==> src/rtl/dpram_req_scheduler.sv <==
// rtl/dpram_req_scheduler.sv - per-port request queues feeding dpram, with A/B write-collision arbitration
// A collision is both heads sharing an address with at least one write; reads never collide.

module dpram_req_fifo #(
    parameter int WIDTH = 17,
    parameter int DEPTH = 4
) (
    input  logic             clk,
    input  logic             rst_n,
    input  logic             push,
    input  logic [WIDTH-1:0] push_data,
    input  logic             pop,
    output logic [WIDTH-1:0] head,
    output logic             empty,
    output logic             full
);
    localparam int PTR_W = $clog2(DEPTH);
    localparam logic [PTR_W-1:0] PTR_ONE = 1;
    localparam logic [PTR_W:0]   CNT_ONE = 1;
    localparam logic [PTR_W:0]   CNT_FULL = DEPTH;

    logic [WIDTH-1:0] mem [DEPTH];
    logic [PTR_W-1:0] wr_ptr;
    logic [PTR_W-1:0] rd_ptr;
    logic [PTR_W:0]   count;
    logic             do_push;
    logic             do_pop;

    assign empty   = (count == '0);
    assign full    = (count == CNT_FULL);
    assign do_push = push & ~full;
    assign do_pop  = pop & ~empty;
    // Head is forced to zero when empty so idle outputs never show stale entries
    assign head    = empty ? '0 : mem[rd_ptr];

    always_ff @(posedge clk) begin
        if (!rst_n) begin
            wr_ptr <= '0;
            rd_ptr <= '0;
            count  <= '0;
        end else begin
            if (do_push) begin
                mem[wr_ptr] <= push_data;
                wr_ptr      <= wr_ptr + PTR_ONE;
            end
            if (do_pop) begin
                rd_ptr <= rd_ptr + PTR_ONE;
            end
            case ({do_push, do_pop})
                2'b10:   count <= count + CNT_ONE;
                2'b01:   count <= count - CNT_ONE;
                default: count <= count;
            endcase
        end
    end
endmodule

module dpram_req_scheduler #(
    parameter int ADDR_WIDTH = 8,
    parameter int DATA_WIDTH = 8,
    parameter int FIFO_DEPTH = 4,
    parameter int CNT_WIDTH  = 16
) (
    input  logic                  clk,
    input  logic                  rst_n,
    input  logic                  s_valid_a,
    output logic                  s_ready_a,
    input  logic [ADDR_WIDTH-1:0] s_addr_a,
    input  logic [DATA_WIDTH-1:0] s_data_a,
    input  logic                  s_we_a,
    input  logic                  s_valid_b,
    output logic                  s_ready_b,
    input  logic [ADDR_WIDTH-1:0] s_addr_b,
    input  logic [DATA_WIDTH-1:0] s_data_b,
    input  logic                  s_we_b,
    output logic                  m_valid_a,
    input  logic                  m_ready_a,
    output logic [ADDR_WIDTH-1:0] m_addr_a,
    output logic [DATA_WIDTH-1:0] m_data_a,
    output logic                  m_we_a,
    output logic                  m_valid_b,
    input  logic                  m_ready_b,
    output logic [ADDR_WIDTH-1:0] m_addr_b,
    output logic [DATA_WIDTH-1:0] m_data_b,
    output logic                  m_we_b,
    output logic [CNT_WIDTH-1:0]  conflict_cnt
);
    localparam int ENTRY_W = 1 + DATA_WIDTH + ADDR_WIDTH;
    localparam logic [CNT_WIDTH-1:0] CNT_ONE = 1;

    typedef enum logic {PRIO_A, PRIO_B} prio_t;

    prio_t              prio;
    logic               ready_en;
    logic               lock_a;
    logic               lock_b;
    logic               push_a;
    logic               push_b;
    logic               pop_a;
    logic               pop_b;
    logic               empty_a;
    logic               empty_b;
    logic               full_a;
    logic               full_b;
    logic [ENTRY_W-1:0] head_a;
    logic [ENTRY_W-1:0] head_b;
    logic               collision;
    logic               grant_a;
    logic               grant_b;

    assign s_ready_a = ready_en & ~full_a;
    assign s_ready_b = ready_en & ~full_b;
    assign push_a    = s_valid_a & s_ready_a;
    assign push_b    = s_valid_b & s_ready_b;

    dpram_req_fifo #(.WIDTH(ENTRY_W), .DEPTH(FIFO_DEPTH)) u_fifo_a (
        .clk       (clk),
        .rst_n     (rst_n),
        .push      (push_a),
        .push_data ({s_we_a, s_data_a, s_addr_a}),
        .pop       (pop_a),
        .head      (head_a),
        .empty     (empty_a),
        .full      (full_a)
    );

    dpram_req_fifo #(.WIDTH(ENTRY_W), .DEPTH(FIFO_DEPTH)) u_fifo_b (
        .clk       (clk),
        .rst_n     (rst_n),
        .push      (push_b),
        .push_data ({s_we_b, s_data_b, s_addr_b}),
        .pop       (pop_b),
        .head      (head_b),
        .empty     (empty_b),
        .full      (full_b)
    );

    assign {m_we_a, m_data_a, m_addr_a} = head_a;
    assign {m_we_b, m_data_b, m_addr_b} = head_b;

    assign collision = ~empty_a & ~empty_b & (m_addr_a == m_addr_b) & (m_we_a | m_we_b);

    always_comb begin
        grant_a = ~empty_a;
        grant_b = ~empty_b;
        if (collision) begin
            // A stalled request keeps the port so its head stays stable until accepted
            if (lock_a) begin
                grant_b = 1'b0;
            end else if (lock_b) begin
                grant_a = 1'b0;
            end else if (prio == PRIO_A) begin
                grant_b = 1'b0;
            end else begin
                grant_a = 1'b0;
            end
        end
    end

    assign m_valid_a = grant_a;
    assign m_valid_b = grant_b;
    assign pop_a     = m_valid_a & m_ready_a;
    assign pop_b     = m_valid_b & m_ready_b;

    always_ff @(posedge clk) begin
        if (!rst_n) begin
            ready_en     <= 1'b0;
            prio         <= PRIO_A;
            lock_a       <= 1'b0;
            lock_b       <= 1'b0;
            conflict_cnt <= '0;
        end else begin
            ready_en <= 1'b1;
            lock_a   <= m_valid_a & ~m_ready_a;
            lock_b   <= m_valid_b & ~m_ready_b;
            if (collision && pop_a) begin
                prio <= PRIO_B;
            end else if (collision && pop_b) begin
                prio <= PRIO_A;
            end
            if (collision && (conflict_cnt != '1)) begin
                conflict_cnt <= conflict_cnt + CNT_ONE;
            end
        end
    end
endmodule

==> config.mk <==
export PLATFORM = sky130hd
export DESIGN_NAME = dpram_req_scheduler
export DESIGN_NICKNAME = d
export VERILOG_FILES = /design/src/rtl/dpram_req_scheduler.sv
export SDC_FILE = /design/constraint.sdc
export NUM_CORES = 1
export LEC_CHECK = 0
export ABC_AREA = 0
export CAP_MARGIN = 0
export CORE_MARGIN = 4
export CORE_UTILIZATION = 34
export DETAILED_ROUTE_END_ITERATION = 12
export GPL_ROUTABILITY_DRIVEN = 0
export SLEW_MARGIN = 20
export SYNTH_ARGS = -nofsm -noshare
export SYNTH_HDL_FRONTEND = slang
export SYNTH_SLANG_ARGS = --single-unit
==> constraint.sdc <==
create_clock -name clk -period 6.1 [get_ports clk]
set_clock_uncertainty 0.2 [all_clocks]
set_input_delay 0.61 -clock clk [delete_from_list [all_inputs] [get_ports clk]]
set_output_delay 0.61 -clock clk [all_outputs]
set_load 0.01 [all_outputs]
Word-level counts from Yosys, hierarchy flattened
Memories as Yosys holds them, arrays and structs flattened. A register that Yosys moved wholly into a read port is not among the register bits. Index checks and enable logic that the tools add are counted.

$add $sub $neg: 9. Equality and inequality tests: 8. Muxes and demuxes: 25. Bitwise operators: 22. Reductions and logical operators: 8.

Operators by type and width (count): $mux W17 (2); $mux W1 (17); $add A16 B1 Y16 const B (1); $ne A16 B16 Y1 const B (1); $and A1 B1 Y1 (15); $pmux W3 S2 (2); $add A2 B1 Y2 const B (4); $eq A8 B8 Y1 (1); $mux W2 (4); $add A3 B1 Y3 const B (2); $eq A3 B3 Y1 const B (2); $logic_not A3 Y1 (2); $not A1 Y1 (6); $reduce_bool A2 Y1 (3); $sub A3 B1 Y3 const B (2); $eq A2 B1 Y1 const B (2); $eq A2 B2 Y1 const B (2); $logic_and A1 B1 Y1 (3); $or A1 B1 Y1 (1).

Register bits after elaboration: 34. Memory bits (writable): 136. Input bits: 40. Output and inout bits: 54. Logic and storage cells: 85. Memories kept: 2.

Memory list: u_fifo_a.mem (depth 4, width 17, rd ports 1, clocked after memory_dff 1, wr ports 1, line 22) `logic [WIDTH-1:0] mem [DEPTH];`; u_fifo_b.mem (depth 4, width 17, rd ports 1, clocked after memory_dff 1, wr ports 1, line 22).

Logic depth before layout (Yosys ltp)
Gate-level depths: netlist (run 1).

Word-level depth: 10. Gate-level depth with buffers: 14. Mapped depth without buffers: 12.

Hierarchy
From an unflattened synthesis (run 1), not the netlist that was laid out.

Cells, all modules: 459. Area, all modules: 7454.6 um^2.

By module, submodules not included: dpram_req_fifo (instances 2, cells an instance 162, area an instance 3174.3 um^2, sequential area each 2222.1 um^2); dpram_req_scheduler (instances 1, cells an instance 135, area an instance 1106.1 um^2, sequential area each 400.4 um^2).

Worst setup path before layout (run 1)
Ideal clock, no wire load.

Path type: reg2reg. From: reg (tool-made name). To: reg u_fifo_a.count[2]. Library setup time: 0.070 ns. Data arrival time: 3.432 ns. Data required time: 5.830 ns. Slack: 2.398 ns. Cell stages (with the launch flop): 15. Buffers on the path: 2. Period minus slack after synthesis: 3.702 ns. Cell sequence: dfxtp_1 > buf_6 > buf_6 > mux4_2 > or2_2 > o2111ai_1 > nor2_1 > a41oi_1 > and2_1 > ha_1 > inv_1 > fa_1 > xor2_1 > or3_1 > a21oi_1.

RTL lines: to (signal assigned) (line 50) `2'b10: count <= count + CNT_ONE;`; to (signal assigned) (line 51) `2'b01: count <= count - CNT_ONE;`; to (signal assigned) (line 52) `default: count <= count;`; to (decl) (line 25) `logic [PTR_W:0] count;`.

==> metrics.md, run 1 <==
| Metric | Value |
|---|---|
| Hold Vio Cnt, Final | `0` |
| Post-Syn Area | `roughly 0.0073 mm^2` |
| GR Util met3 | `0.0287` |
| Post-synth EDFFs | `approximately 140` |
| Clock tree buffer depth | `2` |
| Yosys warning total | `0` |
| Crit path kind | `flop to output port` |
| Synth Register Bits | `174` |
| First-pass GRT wire length | `approximately 24000 um` |
| Pwr/cell area | `between 300 and 400 mW/mm^2` |
| Clock insertion delay at the later pin of the skew report | `0.43 ns` |
| Reg area | `slightly below 0.005 mm^2` |
| CTS tree | `done` |
| Leading area contributor after synthesis | `edfxtp_1` |
| Slew Viols, Final | `0` |
| Slew HR | `0.300` |
| Clock Root Buffer | `clkbuf_16` |
| Status | `complete, no violations` |
| Total CTS buffers | `17` |
| IO Port Bufs | `93` |
| Ys async rst share | `0` |
| Max Cap Viol | `0` |
| Worst-path fanout max | `13` |
| HP Class | `flop to flop` |
| Drt total wl | `15000 um` |
| CTS clk-pin slew, worst paths | `roughly 0.070 ns` |
| Grt met1 use | `0.171` |
| Total track usage | `0.131` |
| Worst-Margin Slew | `between 1 and 1.5 ns` |
| Seq/Total Area, Yosys | `0.668` |
| Post-synthesis adder-cell area fraction | `0.0245` |
| Diode count | `0` |
| Layout fillers | `approximately 1800` |
| Setup_tns | `0 ns` |
| Die X | `154 um` |
| Initial antenna violation count | `0` |
| Mapped Avg Cell Area | `around 15 um^2` |
| Die ar. | `0.0237 mm^2` |
| Synth Area in Simple Gates | `0.114` |
| Area of the multi-input gates | `about 0.0022 mm^2` |
| Final period utilization | `0.769` |
| Wire length per cell | `~17 um` |
| Synth Area in XOR/XNOR | `0.0121` |
| Row count | `53` |
| Routed Antenna Nets | `0` |
| Most Crowded Layer GR | `met2` |
| Final core utilization | `0.432` |
| LEAKAGE | `approximately 3.0 nW` |
| Most used DFF post-synth | `edfxtp_1` |
| Distinct cells, synth | `48` |
| Peak VDD IR | `roughly 0.00018 V` |
| Count leader, synth | `edfxtp_1` |
| Die H | `around 150 um` |
| Clock sinks | `between 150 and 200` |
| Synth Area in Compound Gates | `0.0395` |
| Tmin final | `between 4 and 5 ns` |
| Placed cells | `around 830` |
| Cts repair resizes | `0` |
| HP Start | `u_fifo_a.rd_ptr[1]` |
| # setup viols final | `0` |
| Via density | `between 4 and 5` |
| P&R area growth vs syn | `25.2%` |
| Post-Syn Instances | `between 400 and 500` |
| Setup slack after layout | `around 1.4 ns` |
| Mux contribution to synthesized area | `0.116` |
| CP Data Arrival Time | `between 3 and 4 ns` |
| Startpoint types | `flop` |
| Setup crit end kind | `output port` |
| Grt total ovfl | `0` |
| Detailed-router iteration count before antenna repair | `4` |
| Pre-CTS setup slack | `around 1.7 ns` |
| Number of global-route vias before repair | `between 4000 and 5000` |
| Fraction of layout cells with a size suffix above 1 | `0.137` |
| Final hold slack | `approximately 0.28 ns` |
| Post-CTS Repair Setup Buffers | `0` |
| Max Clk Rate | `approximately 0.21 GHz` |
| Starting Density | `0.345` |
| Via Count | `4270` |
| Synth top cells by count | `edfxtp_1, dfxtp_1, and2_1` |
| Worst EP required | `about 5.3 ns` |
| Post-DP HPWL | `approximately 10000 um` |
| Initial detailed-routing violation count | `roughly 280` |
| H-tree levels | `4` |
| Final non-filler cell total | `just under 900` |
| DRC viols | `0` |
| Total core area | `0.0210 mm^2` |
| Met2 Use GR | `0.217` |
| Synth top area cells | `edfxtp_1, dfxtp_1, mux4_2` |
| Net count, final | `631` |
| Boundary pin count | `between 90 and 100` |
| Syn Nets | `530` |
| Largest family of logic cells by synthesized area | `multiplexers` |
| RSZ-0062 raised after global routing | `no` |
| CTS Hold Bufs | `0` |
| Largest net degree at the start of global routing | `26` |
| Yosys top cell area share | `0.563` |
==> layout make-up <==
type	count	share of cell area
clock inverters	15	0.0183
flip-flops and latches	174	0.534
multi-input cells	263	0.246
clock buffers	17	0.0469
inverters	22	0.00910
repair buffers	100	0.108
well taps	275	0.0379
==> layout by cell type, fill, tap and decap left out, types with 3 or more instances in the layout <==
cell / count
edfxtp_1: 136
clkdlybuf4s50_1: 93
dfxtp_1: 38
and2_1: 35
mux4_2: 32
nor2_1: 27
nand2_1: 25
inv_1: 21
o21ai_0: 17
clkbuf_16: 17
nand3_1: 14
a21oi_1: 13
nand2b_1: 11
ha_1: 11
or3_1: 10
mux2i_1: 7
inv_8: 7
buf_4: 7
a31oi_1: 6
xor2_1: 6
xnor2_1: 4
nand4_1: 4
and3_1: 4
nor2_2: 4
nor4_1: 4
nor3_1: 3
o21bai_1: 3
clkinv_8: 3
==> cell families (layout without fill, tap and decap cells) <==
group | count (synthesis) | in the layout
muxes | 41 | 41
DFF | 174 | 174
buffers and inverters | 40 | 154
adders and majority gates | 13 | 13
and+or+nand+nor | 152 | 152
AOI/OAI and AO/OA | 47 | 47
xor gates and xnor gates | 10 | 10
==> registers in the layout, indices dropped and copies added (netlist names), named ones only <==
signal / cells
u_fifo_a.mem: 68
u_fifo_b.mem: 68
conflict_cnt: 16
u_fifo_a.count: 3
u_fifo_b.count: 3
u_fifo_a.rd_ptr: 2
u_fifo_a.wr_ptr: 2
u_fifo_b.rd_ptr: 2
u_fifo_b.wr_ptr: 2
lock_a: 1
lock_b: 1
prio: 1
ready_en: 1
==> worst max-delay path, stage by stage (launching register included) <==
cell and delay (ns):
dfxtp_1 0.89, buf_4 0.30, mux4_2 0.55, and4bb_1 0.29, nand2_1 0.06, a311oi_2 0.41
and3_1 0.32, nor2_1 0.08, clkdlybuf4s50_1 0.55
==> layer usage <==
layer | part of all wire | vias to the layer above
li1 | - | 2002
met1 | 0.44 | 2147
met2 | 0.50 | 105
met3 | 0.045 | 16
met4 | 0.016 | 0
met5 | 0 | -
==> through the flow <==
stage                     instance area (um^2)  total power [W]
after floorplan                           7250          0.00202
after global placement                    8480          0.00244
after detailed placement                  8480          0.00246
after global routing                      9080          0.00367
after CTS                                 9080          0.00353
final                                     9080          0.00348
==> power by group <==
| group | internal (W) | switching, W |
|---|---|---|
| clock network | 0.000553 | 0.000508 |
| registers | 0.00133 | 0.0000586 |
| logic | 0.000519 | 0.000510 |
| total | 0.00240 | 0.00108 |
==> final timing paths <==
path | endpoint | slack [ns] | depth (start not counted)
setup / recovery | m_valid_b | 1.41 | 8
hold / removal | u_fifo_a.rd_ptr[1] | 0.28 | 2
setup reg to reg | u_fifo_a.count[2] | 1.75 | 13
hold reg to reg | u_fifo_a.rd_ptr[1] | 0.28 | 2
Power figures use the tool's default switching activity.
==> run 2, diff against run 1 <==
Clock period 6.1 ns to 4.3 ns, I/O delays scaled along.
==> run 2 against run 1 <==
Against the previous run: sequential power up 40%; via count increased by 1.0%; first-iteration DRC count decreased by 9.7%; die area did not move; design area up 1.0%; final cell count rose by 1.3%; hold slack lost 0.0013 ns; largest power group unchanged.
==> metrics.md, run 2 (synthesized netlist as in run 1, its figures left out) <==
| Metric | Value |
|---|---|
| Number of global-route vias before repair | `4534 (+2.2%)` |
| Most common cell after layout, fill and taps aside | `edfxtp_1` |
| Startpoint types | `flop` |
| Total CTS buffers | `17 (unchanged)` |
| Max Clk Rate | `0.253 GHz` |
| Die X | `154 um (unchanged)` |
| Pwr/cell area | `549 mW/mm^2 (+43%)` |
| Via density | `4.92 (-0.24%)` |
| Post-DP Area | `0.00856 mm^2 (+0.88%)` |
| Setup crit end kind | `output port` |
| CP Cell Sequence | `buf_4 > mux4_2 > and4bb_1 > nand2_1 > a311oi_2 > and3_1 > nor2_1 > clkdlybuf4s50_1` |
| CP Data Arrival Time | `3.32 ns (-0.56 ns)` |
| Initial antenna violation count | `0 (unchanged)` |
| Setup_tns | `0 ns (unchanged)` |
| CTS clk-pin slew, worst paths | `0.07 ns (about the same)` |
| Tmin final | `slightly below 4 ns` |
| P&R area growth vs syn | `26.4%` |
| IO Port Bufs | `93 (unchanged)` |
| Reg2reg end | `u_fifo_b.count[2]` |
| Boundary pin count | `94 (unchanged)` |
| Crit-path max cell delay | `0.60 ns (-0.29 ns)` |
| Largest net degree at the start of global routing | `26 (unchanged)` |
| RSZ-0062 raised after global routing | `no` |
| Clock Root Buffer | `clkbuf_16` |
| Worst reg2reg path depth | `13 (unchanged)` |
| Final period utilization | `0.918` |
| Layout fillers | `1844 (+1.7%)` |
| H-tree levels | `4 (unchanged)` |
| Clock sinks | `174 (unchanged)` |
| Status | `complete, no violations` |
| Max Cap Viol | `0 (unchanged)` |
| Detailed-router iteration count before antenna repair | `4 (unchanged)` |
| Drt total wl | `15600 um (+3.5%)` |
| Placed cells | `844 (+1.2%)` |
| HP Start | `prio` |
| Hold path depth | `2 (unchanged)` |
| Post-CTS Repair Setup Buffers | `0 (unchanged)` |
| Worst EP required | `3.67 ns (-1.62 ns)` |
| Worst Hold End | `prio` |
| Area of the multi-input gates | `0.00223 mm^2 (unchanged)` |
| Post-DP HPWL | `10700 um (+5.4%)` |
| HP Class | `flop to flop` |
| Largest registers | `u_fifo_a.mem x68, u_fifo_b.mem x68, conflict_cnt x16` |
| Final Cell Area | `0.00917 mm^2 (+1.0%)` |
| R2r setup slk | `0.41 ns (-1.34 ns)` |
| LEAKAGE | `3.01 nW (+1.9%)` |
| Total core area | `0.0210 mm^2 (unchanged)` |
| Net count, final | `641 (+1.6%)` |
| Die H | `154 um (unchanged)` |
| Initial detailed-routing violation count | `251 (-9.7%)` |
| Via Count | `4314 (+1.0%)` |
| Most frequent cells in the layout | `edfxtp_1, clkdlybuf4s50_1, dfxtp_1` |
| Final non-filler cell total | `877 (+1.3%)` |
| Critical Path Slowest Stage Cell | `mux4_2` |
| First-pass GRT wire length | `25100 um (+3.8%)` |
| Die ar. | `0.0237 mm^2 (unchanged)` |
| Peak VDD IR | `0.000262 V (+45%)` |
| Routed Antenna Nets | `0 (unchanged)` |
| CTS Hold Bufs | `0 (unchanged)` |
| Reg area | `0.00485 mm^2 (about the same)` |
| # setup viols final | `0 (unchanged)` |
| Worst-Margin Slew | `1.04 ns (-0.00790 ns)` |
| Starting Density | `0.345 (unchanged)` |
| Slew HR | `0.305 (+0.00527)` |
| Hold Vio Cnt, Final | `0 (unchanged)` |
| Total track usage | `0.137 (+0.00562)` |
| Fraction of layout cells with a size suffix above 1 | `0.153 (+0.0160)` |
| Grt total ovfl | `0 (unchanged)` |
| Clock insertion delay at the later pin of the skew report | `0.43 ns (about the same)` |
| Row count | `53 (unchanged)` |
| Crit path kind | `flop to output port` |
| DRC viols | `0 (unchanged)` |
| Slew Viols, Final | `0 (unchanged)` |
| Clock tree buffer depth | `2 (unchanged)` |
| CTS tree | `done` |
| Worst-path fanout max | `17 (+4)` |
| Wire length per cell | `17.7 um (+2.2%)` |
[run 2: cell count changes in the layout (fill, tap and decap cells not counted), sizes merged]
| cell | change |
|---|---|
| inv | -1 |
| buf | +10 |
| clkinv | +2 |
| clkinvlp | -1 |
| diode | +1 |
[run 2: how the worst max path moves through the flow]
stage,from,end,slack [ns],cells after the start
after floorplan,flop,u_fifo_a.count[2],0.60,14
after global placement,flop,u_fifo_b.count[2],0.49,13
after detailed placement,flop,u_fifo_b.count[2],0.35,12
after CTS,flop,m_valid_b,0.11,8
after global routing,flop,m_valid_b,0.11,8
final,flop,m_valid_b,0.35,8
[run 2: cell type report]
type	count	share of cell area
antenna	1	0.000273
clock buffer	17	0.0464
inverter	22	0.00901
clock inverter	15	0.0195
sequential	174	0.529
multi-input combinational	263	0.243
timing repair buffer	110	0.115
tap	275	0.0375
[run 2: through the flow]
step                      hold slack (ns)  utilization  worst slack [ns]  total power, W
after floorplan                     0.245            -             0.598         0.00287
final                               0.278        0.436             0.353         0.00503
after detailed placement            0.272        0.407             0.355         0.00355
after CTS                           0.279        0.436             0.112         0.00510
after global placement              0.257        0.407             0.487         0.00353
after global routing                0.319        0.436             0.109         0.00529
[run 2: critical path, delay by kind of cell (launching register included)]
family	cells	cell delay, ns
compound gates	1	0.38
buf+inv	2	0.80
flops	1	0.31
mux	1	0.60
simple gates	4	0.79
[run 2: repair_timing]
item,CTS,global route
resized for setup,0,1
endpoints found under the setup margin,0,2
endpoints found under the hold margin,0,0
[run 2: power by group]
| part | internal (W) | total [W] | leakage [nW] | switching, W |
|---|---|---|---|---|
| Clock | 0.000788 | 0.00154 | 0.295 | 0.000748 |
| Combinational | 0.000785 | 0.00154 | 1.18 | 0.000756 |
| Sequential | 0.00189 | 0.00195 | 1.54 | 0.0000646 |
[run 2: layer usage]
layer / GRT usage / up-vias / wire, um
li1: - / 2028 / -
met1: 0.181 / 2163 / 6880
met2: 0.225 / 104 / 7700
met3: 0.0287 / 19 / 759
met4: 0.0442 / 0 / 219
met5: 0 / - / 0
